==> src/rtl/roomavail_calc_mc_if.sv <==
// Channel-scheduler bus for roomavail_calc_mc: per-channel reserve/release strobes in,
// registered room and status flags out. Master drives strobes, slave is the tracker.
interface roomavail_calc_mc_if #(
  parameter int unsigned NUM_CH = 4,
  parameter int unsigned CNT_W  = 8,
  parameter int unsigned VAL_W  = 8
);
  logic [NUM_CH-1:0]       subtract_room;
  logic [NUM_CH*VAL_W-1:0] subtract_value;
  logic [NUM_CH-1:0]       add_room;
  logic [NUM_CH*VAL_W-1:0] add_value;
  logic [NUM_CH-1:0]       flush;
  logic [NUM_CH-1:0]       err_clr;
  logic [NUM_CH*CNT_W-1:0] datafifo_room;
  logic [NUM_CH-1:0]       room_low;
  logic [NUM_CH-1:0]       room_full;
  logic [NUM_CH-1:0]       underflow_err;
  logic [NUM_CH-1:0]       overflow_err;
  logic [NUM_CH*CNT_W-1:0] min_room;

  modport master (
    output subtract_room, subtract_value, add_room, add_value, flush, err_clr,
    input  datafifo_room, room_low, room_full, underflow_err, overflow_err, min_room
  );

  modport slave (
    input  subtract_room, subtract_value, add_room, add_value, flush, err_clr,
    output datafifo_room, room_low, room_full, underflow_err, overflow_err, min_room
  );
endinterface

==> src/rtl/roomavail_calc_mc.sv <==
// Per-channel saturating FIFO free-space tracker with sticky clamp flags.
// Define ROOMAVAIL_MIN_WATERMARK_EN to build the per-channel min_room low watermark.
module roomavail_calc_mc #(
  parameter int unsigned NUM_CH     = 4,
  parameter int unsigned FIFO_DEPTH = 128,
  parameter int unsigned CNT_W      = 8,
  parameter int unsigned VAL_W      = 8,
  parameter int unsigned LOW_THRESH = 16
) (
  input logic                clk,
  input logic                rst,
  roomavail_calc_mc_if.slave bus
);
  localparam int unsigned SW = CNT_W + 2;
  localparam logic [CNT_W-1:0] Depth  = CNT_W'(FIFO_DEPTH);
  localparam logic [CNT_W-1:0] LowThr = CNT_W'(LOW_THRESH);
  localparam logic signed [SW-1:0] DepthS = SW'(FIFO_DEPTH);
  localparam logic LowRst = (FIFO_DEPTH < LOW_THRESH);

  logic [NUM_CH-1:0][CNT_W-1:0] room_q, room_d;
  logic [NUM_CH-1:0]            low_q, low_d, full_q, full_d;
  logic [NUM_CH-1:0]            uf_q, uf_d, of_q, of_d;
  logic [NUM_CH-1:0][SW-1:0]    sub_amt, add_amt, nxt;

  always_comb begin
    for (int i = 0; i < NUM_CH; i++) begin
      sub_amt[i] = bus.subtract_room[i] ? SW'(bus.subtract_value[i*VAL_W +: VAL_W]) : '0;
      add_amt[i] = bus.add_room[i] ? SW'(bus.add_value[i*VAL_W +: VAL_W]) : '0;
      // Wrap-around arithmetic in SW bits is exact for the full room +/- value range.
      nxt[i]     = SW'(room_q[i]) - sub_amt[i] + add_amt[i];
      room_d[i]  = room_q[i];
      uf_d[i]    = uf_q[i] & ~bus.err_clr[i];
      of_d[i]    = of_q[i] & ~bus.err_clr[i];
      if (bus.flush[i]) begin
        room_d[i] = Depth;
      end else if (bus.subtract_room[i] || bus.add_room[i]) begin
        if (nxt[i][SW-1]) begin
          room_d[i] = '0;
          uf_d[i]   = 1'b1;
        end else if ($signed(nxt[i]) > DepthS) begin
          room_d[i] = Depth;
          of_d[i]   = 1'b1;
        end else begin
          room_d[i] = nxt[i][CNT_W-1:0];
        end
      end
      low_d[i]  = room_d[i] < LowThr;
      full_d[i] = room_d[i] == Depth;
    end
  end

`ifdef ROOMAVAIL_MIN_WATERMARK_EN
  logic [NUM_CH-1:0][CNT_W-1:0] min_q, min_d;

  always_comb begin
    for (int i = 0; i < NUM_CH; i++) begin
      if (bus.flush[i]) begin
        min_d[i] = Depth;
      end else begin
        min_d[i] = (room_d[i] < min_q[i]) ? room_d[i] : min_q[i];
      end
    end
  end

  assign bus.min_room = min_q;
`else
  assign bus.min_room = {NUM_CH{Depth}};
`endif

  always_ff @(posedge clk) begin
    if (rst) begin
      room_q <= {NUM_CH{Depth}};
      low_q  <= {NUM_CH{LowRst}};
      full_q <= '1;
      uf_q   <= '0;
      of_q   <= '0;
`ifdef ROOMAVAIL_MIN_WATERMARK_EN
      min_q  <= {NUM_CH{Depth}};
`endif
    end else begin
      room_q <= room_d;
      low_q  <= low_d;
      full_q <= full_d;
      uf_q   <= uf_d;
      of_q   <= of_d;
`ifdef ROOMAVAIL_MIN_WATERMARK_EN
      min_q  <= min_d;
`endif
    end
  end

  assign bus.datafifo_room = room_q;
  assign bus.room_low      = low_q;
  assign bus.room_full     = full_q;
  assign bus.underflow_err = uf_q;
  assign bus.overflow_err  = of_q;

endmodule

==> src/flat_wrapper.sv <==
// flat-port wrapper written by rule: the top's interface ports become plain ports
module roomavail_calc_mc_flat 
#(
  parameter int unsigned NUM_CH     = 4,
  parameter int unsigned FIFO_DEPTH = 128,
  parameter int unsigned CNT_W      = 8,
  parameter int unsigned VAL_W      = 8,
  parameter int unsigned LOW_THRESH = 16
)
  (clk, rst, bus_subtract_room, bus_subtract_value, bus_add_room, bus_add_value, bus_flush, bus_err_clr, bus_datafifo_room, bus_room_low, bus_room_full, bus_underflow_err, bus_overflow_err, bus_min_room);
  roomavail_calc_mc_if #(.NUM_CH(NUM_CH), .CNT_W(CNT_W), .VAL_W(VAL_W)) bus_i ();
  input logic clk;
  input logic rst;
  input wire logic [$bits(bus_i.subtract_room)-1:0] bus_subtract_room;
  input wire logic [$bits(bus_i.subtract_value)-1:0] bus_subtract_value;
  input wire logic [$bits(bus_i.add_room)-1:0] bus_add_room;
  input wire logic [$bits(bus_i.add_value)-1:0] bus_add_value;
  input wire logic [$bits(bus_i.flush)-1:0] bus_flush;
  input wire logic [$bits(bus_i.err_clr)-1:0] bus_err_clr;
  output wire logic [$bits(bus_i.datafifo_room)-1:0] bus_datafifo_room;
  output wire logic [$bits(bus_i.room_low)-1:0] bus_room_low;
  output wire logic [$bits(bus_i.room_full)-1:0] bus_room_full;
  output wire logic [$bits(bus_i.underflow_err)-1:0] bus_underflow_err;
  output wire logic [$bits(bus_i.overflow_err)-1:0] bus_overflow_err;
  output wire logic [$bits(bus_i.min_room)-1:0] bus_min_room;
  assign bus_i.subtract_room = bus_subtract_room;
  assign bus_i.subtract_value = bus_subtract_value;
  assign bus_i.add_room = bus_add_room;
  assign bus_i.add_value = bus_add_value;
  assign bus_i.flush = bus_flush;
  assign bus_i.err_clr = bus_err_clr;
  assign bus_datafifo_room = bus_i.datafifo_room;
  assign bus_room_low = bus_i.room_low;
  assign bus_room_full = bus_i.room_full;
  assign bus_underflow_err = bus_i.underflow_err;
  assign bus_overflow_err = bus_i.overflow_err;
  assign bus_min_room = bus_i.min_room;
  roomavail_calc_mc #(.NUM_CH(NUM_CH), .FIFO_DEPTH(FIFO_DEPTH), .CNT_W(CNT_W), .VAL_W(VAL_W), .LOW_THRESH(LOW_THRESH)) u_core (.clk(clk), .rst(rst), .bus(bus_i));
endmodule
==> config.mk <==
export PLATFORM = sky130hd
export DESIGN_NAME = roomavail_calc_mc_flat
export DESIGN_NICKNAME = d
export VERILOG_FILES = /design/src/rtl/roomavail_calc_mc_if.sv /design/src/rtl/roomavail_calc_mc.sv /design/src/flat_wrapper.sv
export SDC_FILE = /design/constraint.sdc
export NUM_CORES = 1
export LEC_CHECK = 0
export CELL_PAD_IN_SITES_DETAIL_PLACEMENT = 0
export CELL_PAD_IN_SITES_GLOBAL_PLACEMENT = 2
export CORE_UTILIZATION = 29
export DETAILED_ROUTE_END_ITERATION = 12
export PLACE_DENSITY_LB_ADDON = 0.1
export SYNTH_ARGS = -nofsm -noshare
export SYNTH_HDL_FRONTEND = slang
export SYNTH_SLANG_ARGS = --single-unit
==> constraint.sdc <==
create_clock -name clk -period 8.6 [get_ports clk]
set_input_delay 1.72 -clock clk [delete_from_list [all_inputs] [get_ports clk]]
set_output_delay 1.72 -clock clk [all_outputs]
set_load 0.02 [all_outputs]
==> impl_results.md <==
- Final setup fails: 0
- Layout cells sized above 1: 3.68%
- Worst Tran Pin Value: 0.903 ns
- Synth top area share: 18.8%
- Max-Slew Margin vs Limit: 39.6%
- WS Path Type: input port to register
- Largest net degree at the start of global routing: 24
- Synthesized cell area: 5100 µm²
- Seq cells post-synth: 48
- Ports: 162
- Synth Area per Inst: 7.97 µm²
- Final ANT Viol Nets: 0
- Post-synth top cells: inv_1 (90), nor2_1 (54), nand2_1 (49)
- Power after layout: 0.00133 W
- Status: complete, no violations
- Count leader, synth: inv_1
- Critical path fanouts, max: 10
- Cell Area, Placed: 6490 µm²
- Synth area leaders: dfxtp_1 (19%), fa_1 (13%), ha_1 (8.8%), inv_1 (6.6%), and2_1 (4.9%)
- Ys Warns: 0
- Nets: 909
- Metal3 WL: 494 µm
- EDFF count, synth: 0
- DR iter-0 viols: 133
- Antenna violations before repair: 0
- Core area: 17,200 µm²
- GP Congestion: 0.785
- IO Port Bufs: 129
- R2r worst-path depth: 12
- Largest area contributor in the netlist: dfxtp_1
- CP Launch Point: bus_subtract_room[3]
- Final Core Density: 38.6%
- ANT cells: 0
- Post-Route WL: 13.7 mm
- Longest Clk Path Bufs: 2
- # hold bufs at CTS: 0
- Max Cap Violations: 0
- Clk_lat worst skew: 0.28 ns
- Remaining global-route overflow: 0
- Asr flop ratio synth: 0%
- CP required: 8.77 ns
- Uppermost routed layer: met4
- Final instance area: 6650 µm²
- F_max: 197 MHz
- CTS root buf: clkbuf_16
- Starting density of the core: 29.6%
- Num CTS Buffers: 5
- Unrepaired setup endpoints after global routing: no
- Row cnt: 48
- Hold Startpoint: u_core.bus.overflow_err[0]
- Distinct cells, synth: 75
- Hold crit path type: register to register
- Arr. time, crit path: 5.25 ns
- CP bufs+invs: 2
- Cell family with most CP delay: compound AO/OA/AOI/OAI gates
- Final Max Tran Viols: 0
- Fin crit period: 5.08 ns
- FILL cells: 1,796
- Vias in the first global route: 4,564
- Resized Gates After CTS: 0
- Vias/cell: 4.68
- Final HPWL DP: 11.4 mm
- Main synth FF type: dfxtp_1
- Post CTS Setup Buffer Count: 0
- Final hold vios: 0
- Worst Skew: 0.00830 ns
- CP Capture Type: register
- GRT Overall Usage: 15.2%
- Post-synthesis sequential area ratio: 18.8%
- CP endpoint: u_core.bus.room_full[3]
- R2R Path Start: u_core.bus.datafifo_room[2]
- Worst R2R End: u_core.bus.room_low[0]
- TritonCTS clock tree: done
- Critical Path Source Type: input port
- Htree depth: 2
- First-pass GRT wire length: 22.3 mm
- Per-cell routed wire length: 13.9 µm
- Die area: 18,100 µm²
- Synthesis-to-finish area growth: 30.4%
- WHS Path Cells: 2
- Peak supply drop: 104 µV
- Power Density: 200 nW/µm²
- Leakage: 2.78 nW
- Max stage delay on crit path: 0.68 ns
- DRC viols: 0
- TNS Setup: 0 ns
- Die Span Y: 135 µm
- Critical Path, Cell by Cell: clkdlybuf4s50_1 > nand2_1 > fa_1 > inv_1 > fa_1 > nand2b_1 > a21oi_1 > o41a_1 > a21oi_1 > xor2_1 > a211oi_2 > nand2_1 > a41o_1
- Met1 WL: 6.43 mm
- Die X: 135 µm
- Worst path slowest cell: clkdlybuf4s50_1
- Clock slew at reported path FFs: 0.06 ns
- Final period utilization: 59.1%
- Synth Instances: 640
- Vias: 4,610
- TritonRoute pass-1 iters: 6
- Clock sinks: 48
- Worst reg2reg setup slack: 5.34 ns
- Met2 wire length: 6.66 mm
- Worst path depth: 13
area by class of cell:
cell class | count | area (µm²) | area share, %
tap | 225 | 282 | 4.23
sequential | 48 | 961 | 14.4
clock inverter | 2 | 35.0 | 0.527
multi-input combinational | 485 | 3620 | 54.4
clock buffer | 6 | 129 | 1.94
timing repair buffer | 129 | 1290 | 19.4
inverter | 90 | 338 | 5.08
registers in the layout, summed over array words and instances, names as in the netlist:
name / count
u_core.bus.datafifo_room: 32
u_core.bus.overflow_err: 4
u_core.bus.room_full: 4
u_core.bus.room_low: 4
u_core.bus.underflow_err: 4
logic make-up after synthesis:
| family | Yosys count | synth area share (%) |
|---|---|---|
| buf+inv | 137 | 12.5 |
| mux | 2 | 0.417 |
| simple gates | 230 | 23.4 |
| flops | 48 | 18.8 |
| xor+xnor | 22 | 4.07 |
| fa+ha+maj | 68 | 21.4 |
| other cells | 2 | 0.147 |
| compound gates | 131 | 19.3 |
worst min path at each step:
stage,endpoint,slack [ns]
after global placement,u_core.bus.overflow_err[0],0.45
after global routing,u_core.bus.overflow_err[0],0.50
after floorplan,u_core.bus.overflow_err[0],0.53
after detailed placement,u_core.bus.overflow_err[0],0.47
final,u_core.bus.overflow_err[0],0.47
after CTS,u_core.bus.overflow_err[0],0.48
power breakdown:
part           switching, W  internal (W)
sequential        0.0000293      0.000255
clock             0.0000813      0.000137
combinational      0.000458      0.000372
metrics by stage:
stage / setup WS (ns) / hold WS [ns] / std cells
after global placement: 3.21 / 0.453 / 977
final: 3.52 / 0.467 / 985
after detailed placement: 3.18 / 0.466 / 977
after CTS: 3.47 / 0.475 / 985
after floorplan: 4.08 / 0.528 / 670
after global routing: 3.18 / 0.503 / 985
layer usage:
| layer | vias to the layer above | GRT usage, % |
|---|---|---|
| met4 | 0 | 2.56 |
| met1 | 2145 | 19.7 |
| met3 | 8 | 1.99 |
| li1 | 2352 | - |
| met5 | - | 0 |
| met2 | 105 | 26.9 |
layout by cell type, fill, tap and decap left out, types with 5 or more instances in the layout:
master / instances
nor2_1: 54
conb_1: 32
a21oi_1: 28
dfxtp_1: 48
o21ai_0: 17
fa_1: 32
a21o_1: 6
nor4_1: 6
nand2b_1: 10
clkbuf_16: 5
nand2_1: 49
nand3_1: 10
and2_1: 40
clkdlybuf4s50_1: 129
or2_2: 8
xnor2_1: 14
and3_1: 6
o21a_1: 7
inv_1: 90
nor3_1: 21
a22oi_1: 17
ha_1: 36
xor2_1: 6
worst reg2reg max path, delay by kind of cell (launching register included):
family / cells / cell delay [ns]
compound gates: 5 / 1.15
xor+xnor: 1 / 0.13
fa+ha+maj: 2 / 0.90
buf+inv: 2 / 0.15
flops: 1 / 0.41
simple gates: 2 / 0.40
(Power assumes the default switching activity.)
